===== config.mk =====
export PLATFORM = sky130hd
export DESIGN_NAME = regfile_seq
export DESIGN_NICKNAME = d
export VERILOG_FILES = /design/src/rtl/regfile_seq.sv
export SDC_FILE = /design/constraint.sdc
export NUM_CORES = 2
export LEC_CHECK = 0
export CAP_MARGIN = 25
export CORE_UTILIZATION = 30
export CTS_CLUSTER_SIZE = 20
export DETAILED_ROUTE_END_ITERATION = 6
export PLACE_DENSITY = 0.56
export SYNTH_ARGS = -nofsm -noshare
export SYNTH_HDL_FRONTEND = slang
export SYNTH_SLANG_ARGS = --single-unit

===== constraint.sdc =====
create_clock -name clk -period 2.4 [get_ports clk]
set_input_delay 0.48 -clock clk [delete_from_list [all_inputs] [get_ports clk]]
set_output_delay 0.48 -clock clk [all_outputs]
set_load 0.05 [all_outputs]

===== src/rtl/regfile_seq.sv =====
// regfile_seq: 31x32 register file plus sequencer that drives an external ALU.
// Operands are captured on start. The FSM then waits for the ALU: a fixed
// ALU_LAT for arithmetic and branch operations, or sl_ok followed by OUT_LAT
// for shifts. In WB it writes the result back, or latches the branch compare.
//
// Ports:
//   clk, reset (async, active-low)
//   start                  execute request, sampled only in IDLE
//   decinst_in[11:0]       {funct7[5], bit10, funct3, opcode}
//   rs1_sel, rs2_sel, rd_sel[4:0]  register indices
//   imm_in[31:0]           immediate
//   rs1, rs2, imm[31:0]    registered ALU operands
//   decinst[11:0]          registered instruction to the ALU (0 in IDLE)
//   en                     ALU shift enable
//   rd[31:0]               ALU result bus
//   sl_ok, cmp             ALU shift-done and branch-compare
//   busy, done, cmp_q      in progress, completion pulse, latched branch result
module regfile_seq #(
    parameter int unsigned ALU_LAT = 2,
    parameter int unsigned OUT_LAT = 1
) (
    input  logic        clk,
    input  logic        reset,
    input  logic        start,
    input  logic [11:0] decinst_in,
    input  logic [4:0]  rs1_sel,
    input  logic [4:0]  rs2_sel,
    input  logic [4:0]  rd_sel,
    input  logic [31:0] imm_in,
    output logic [31:0] rs1,
    output logic [31:0] rs2,
    output logic [31:0] imm,
    output logic [11:0] decinst,
    output logic        en,
    input  logic [31:0] rd,
    input  logic        sl_ok,
    input  logic        cmp,
    output logic        busy,
    output logic        done,
    output logic        cmp_q
);

    localparam int unsigned XLEN = 32;
    localparam int unsigned RW   = 5;
    localparam int unsigned CW   = 3;

    typedef enum logic [2:0] {
        S_IDLE,
        S_LOAD,
        S_SHIFT,
        S_WAIT,
        S_WB
    } state_t;

    state_t            state, state_d;
    logic [CW-1:0]     cnt, cnt_d;
    logic [RW-1:0]     rd_q;
    logic              load_ops;
    logic              wb;
    logic [XLEN-1:0]   regs [1:31];
    logic [XLEN-1:0]   rs1_val;
    logic [XLEN-1:0]   rs2_val;

    // Instruction class decode from the held instruction
    logic [6:0] opcode;
    logic [2:0] funct3;
    logic       is_arith;
    logic       is_shift;
    logic       is_branch;

    assign opcode    = decinst[6:0];
    assign funct3    = decinst[9:7];
    assign is_arith  = (opcode == 7'b0010011) || (opcode == 7'b0110011);
    assign is_shift  = is_arith && ((funct3 == 3'b001) || (funct3 == 3'b101));
    assign is_branch = (opcode == 7'b1100011);

    // Register file read ports; x0 is hardwired to zero
    assign rs1_val = (rs1_sel == '0) ? '0 : regs[rs1_sel];
    assign rs2_val = (rs2_sel == '0) ? '0 : regs[rs2_sel];

    // State and counter registers
    always_ff @(posedge clk or negedge reset) begin
        if (!reset) begin
            state <= S_IDLE;
            cnt   <= '0;
        end else begin
            state <= state_d;
            cnt   <= cnt_d;
        end
    end

    // Next-state logic and one-cycle strobes
    always_comb begin
        state_d  = state;
        cnt_d    = cnt;
        load_ops = 1'b0;
        wb       = 1'b0;
        case (state)
            S_IDLE: begin
                if (start) begin
                    state_d  = S_LOAD;
                    load_ops = 1'b1;
                end
            end
            S_LOAD: begin
                if (is_shift) begin
                    state_d = S_SHIFT;
                end else begin
                    state_d = S_WAIT;
                    cnt_d   = CW'(ALU_LAT - 1);
                end
            end
            S_SHIFT: begin
                if (sl_ok) begin
                    if (OUT_LAT == 0) begin
                        state_d = S_WB;
                    end else begin
                        state_d = S_WAIT;
                        cnt_d   = CW'(OUT_LAT - 1);
                    end
                end
            end
            S_WAIT: begin
                if (cnt == '0) begin
                    state_d = S_WB;
                end else begin
                    cnt_d = cnt - CW'(1);
                end
            end
            S_WB: begin
                state_d = S_IDLE;
                wb      = 1'b1;
            end
            default: state_d = S_IDLE;
        endcase
    end

    // Registered outputs; en/busy follow the next state so they align with it
    always_ff @(posedge clk or negedge reset) begin
        if (!reset) begin
            rs1     <= '0;
            rs2     <= '0;
            imm     <= '0;
            decinst <= '0;
            rd_q    <= '0;
            en      <= 1'b0;
            busy    <= 1'b0;
            done    <= 1'b0;
            cmp_q   <= 1'b0;
        end else begin
            en   <= (state_d == S_SHIFT);
            busy <= (state_d != S_IDLE);
            done <= wb;
            if (load_ops) begin
                rs1     <= rs1_val;
                rs2     <= rs2_val;
                imm     <= imm_in;
                decinst <= decinst_in;
                rd_q    <= rd_sel;
            end else if (wb) begin
                // Zero instruction in IDLE tells the ALU to release rd
                decinst <= '0;
            end
            if (wb && is_branch) begin
                cmp_q <= cmp;
            end
        end
    end

    // Register file write-back
    always_ff @(posedge clk or negedge reset) begin
        if (!reset) begin
            for (int i = 1; i < 32; i++) begin
                regs[i] <= '0;
            end
        end else if (wb && is_arith && (rd_q != '0)) begin
            regs[rd_q] <= rd;
        end
    end

endmodule


==> qor.yml <==
status: "finished with violations"
violations: "setup timing"
ys_warn_count: 0
min_path_type: "input port to async pin"
synth.avg_cell_area_um2: 14.2
gp_congestion: 0.846
insertion_delay_ns: 0.79
critPathRequiredTime_ns: 3.06
timing.rr.end: "regs[740]"
start_util: 0.302
fmax_mhz: 367
yosysUniqueCellTypes: 53
final_max_slew_viol_count: 0
period_needed_ns: 2.72
synthMuxAreaShare: 0.398
grt_pass1_vias: 41500
slew_headroom: 0.517
dpl.cell_count: 6760
fin_ws_ns: -0.323
rows: 160
arrival_ns: 3.38
regToRegSetupSlack_ns: -0.32
synth_area_um2: 57400
pin_count: 208
drt_iter0_drc: 3552
synthXorXnorAreaFrac: 0
synth_top_family_by_area: "multiplexers"
grt.total_usage: 0.218
wirelength_um: 218000
fin_nets: 4579
power.density_nw_per_um2: 707
dieHeight_um: 439
drc: 0
cts_made_buffers: 131
post-place-ws_ns: -0.721
synth-edff-count: 0
clkSinkCount: 1115
yosys.area.top_type: "dfrtp_1"
maxCapViolCount: 0
fin_skew_ns: 0.0376
yosys_register_bits: 1115
critPathLaunch: "decinst[2]"
reg2regPathDepth: 11
die_area_um2: 193000
root_buffer: "clkbuf_16"
yosysMostFrequentCell: "dfrtp_1"
port_buffers: 207
worstMarginPinSlew_ns: 0.724
leakage_nw: 32.3
cp-endpoint: "regs[740]"
grt_util_met3: 0.0396
via_per_inst: 5.64
vdd_drop_max_uv: 765
area_delta_synth_final_pct: 29.9
grtUsageMet1: 0.279
ys_seq_area_frac: 0.487
syn_inst: 4053
post-route-period-util: 1.13
finalHoldViolations: 0
path_clk_slew_ns: 0.06
synth-simple-area-share: 0.0331
startpoint_type: "register"
grt_overflow: 0
antenna_left: 0
synthAdderAreaFrac: 0.000436
end_kind: "register"
dr.pass1.iters: 5
synth_common_cells: "1115 x dfrtp_1, 1029 x mux2_2, 366 x mux4_2"
coreArea_um2: 190000
crit_fanout: 6
finalSetupViolations: 1038
die_w_um: 439
path_class: "register to register"
busiest_layer: "met2"
layout-drive-gt1-share: 0.481
hpwl_um: 131000
grtUsageMet2: 0.353
fin_cells: 7089
r2r_start: "decinst[2]"
antenna_found_initial: 4
grt_max_degree: 120
ys_async_sr_fraction: 1.00
grt_pass1_wl_um: 306000
synth_top_area_share: 0.487
rsz0062_at_grt: "true"
synth-compound-area-share: 0.0508
cts_tree: "done"
clock_path_buffers: 3
synth-main-ff-cell: "dfrtp_1"
dr_total_vias: 40000
synthTopCellsByArea: "dfrtp_1 49%, mux2_2 20%, mux4_2 14%"
syn_nets: 4151
total_power_mw: 52.7
avgRoutedWirePerCell_um: 30.7
cts_max_level: 4
## state kept, by name, indices dropped and copies added (netlist names)
name and flops:
busy 1, cmp_q 1, cnt 3, decinst 12, done 1, en 1, imm 32, rd_q 5
regs 992, rs1 32, rs2 32, state 3
## metrics by stage
| stage | hold slack (ns) | util | TNS (ns) | instance area (µm²) |
|---|---|---|---|---|
| after CTS | 0.182 | 0.386 | -118.00 | 73400 |
| after global placement | 0.437 | 0.348 | -395.37 | 66000 |
| after detailed placement | 0.437 | 0.348 | -358.74 | 66000 |
| final | 0.235 | 0.392 | -175.32 | 74500 |
| after global routing | 0.223 | 0.392 | -234.09 | 74500 |
| after floorplan | 0.184 | - | -3.65 | 57800 |
## report_power, final
part / internal [mW] / leakage (nW) / switching (mW)
registers: 20.0 / 14.6 / 1.31
clock network: 11.9 / 2.14 / 8.61
logic: 3.94 / 15.5 / 6.95
## area by class of cell
type | instances | area, µm²
timing repair buffer | 709 | 9060
multi-input combinational | 2517 | 30000
clock buffer | 172 | 3630
antenna | 5 | 12.5
sequential | 1115 | 27900
fill | 17500 | 115000
clock inverter | 53 | 724
inverter | 7 | 26.3
tap | 2511 | 3140
## cell usage in the layout, fill, tap and decap left out, drive strengths merged, types with 4 or more instances in the layout
cell and n:
a21oi 20, a221oi 83, a22o 14, a22oi 41, a32o 13, buf 509
bufinv 10, clkbuf 188, clkdlybuf4s50 158, clkinv 33, dfrtp 1115, diode 5
dlygate4sd2 25, inv 14, mux2 1094, mux2i 228, mux4 366, nand2 222
nand2b 6, nand3 6, nand3b 7, nor2 126, nor2b 14, nor3 18
nor3b 4, nor4 15, o211ai 44, o21ai 45, o221ai 34, o22ai 66
o41ai 17, or2 5
## cell families after synthesis
| group | Yosys count |
|---|---|
| multiplexers | 1688 |
| flip-flops | 1115 |
| AND/OR/NAND/NOR | 437 |
| buffers and inverters | 421 |
| AO/OA/AOI/OAI | 390 |
| adder cells (fa/ha/maj) | 2 |
## critical path: stages (launching register included)
cell       delay [ns]
dfrtp_2          0.40
nand4bb_4        0.23
buf_6            0.14
nor4_4           0.38
buf_4            0.24
buf_4            0.13
buf_6            0.11
nand2_8          0.08
nor2_4           0.17
buf_12           0.19
clkbuf_16        0.21
mux2_2           0.33
## layer usage
metal | up-vias | part of all wire
met3 | 437 | 0.062
met5 | - | 0.00024
li1 | 16300 | -
met2 | 1586 | 0.48
met1 | 21600 | 0.41
met4 | 2 | 0.054
## how the worst min path moves through the flow
stage	from	endpoint	slack, ns
4_1_cts	imm_in[31]	imm[31]	0.18
3_5_place_dp	reset	imm[27]	0.44
6_report	reset	regs[730]	0.24
3_3_place_gp	reset	imm[27]	0.44
2_1_floorplan	reset	busy	0.18
5_1_grt	imm_in[31]	imm[31]	0.22
## what timing repair did
action	4_1_cts	5_1_grt
setup endpoints to repair	1015	1067
hold endpoints to repair	39	0
resized for setup	415	253
hold buffers	1	0
cloned	36	16
buffers inserted	51	19
pin swaps	8	14
No activity file was read; power rests on OpenSTA's default activity.
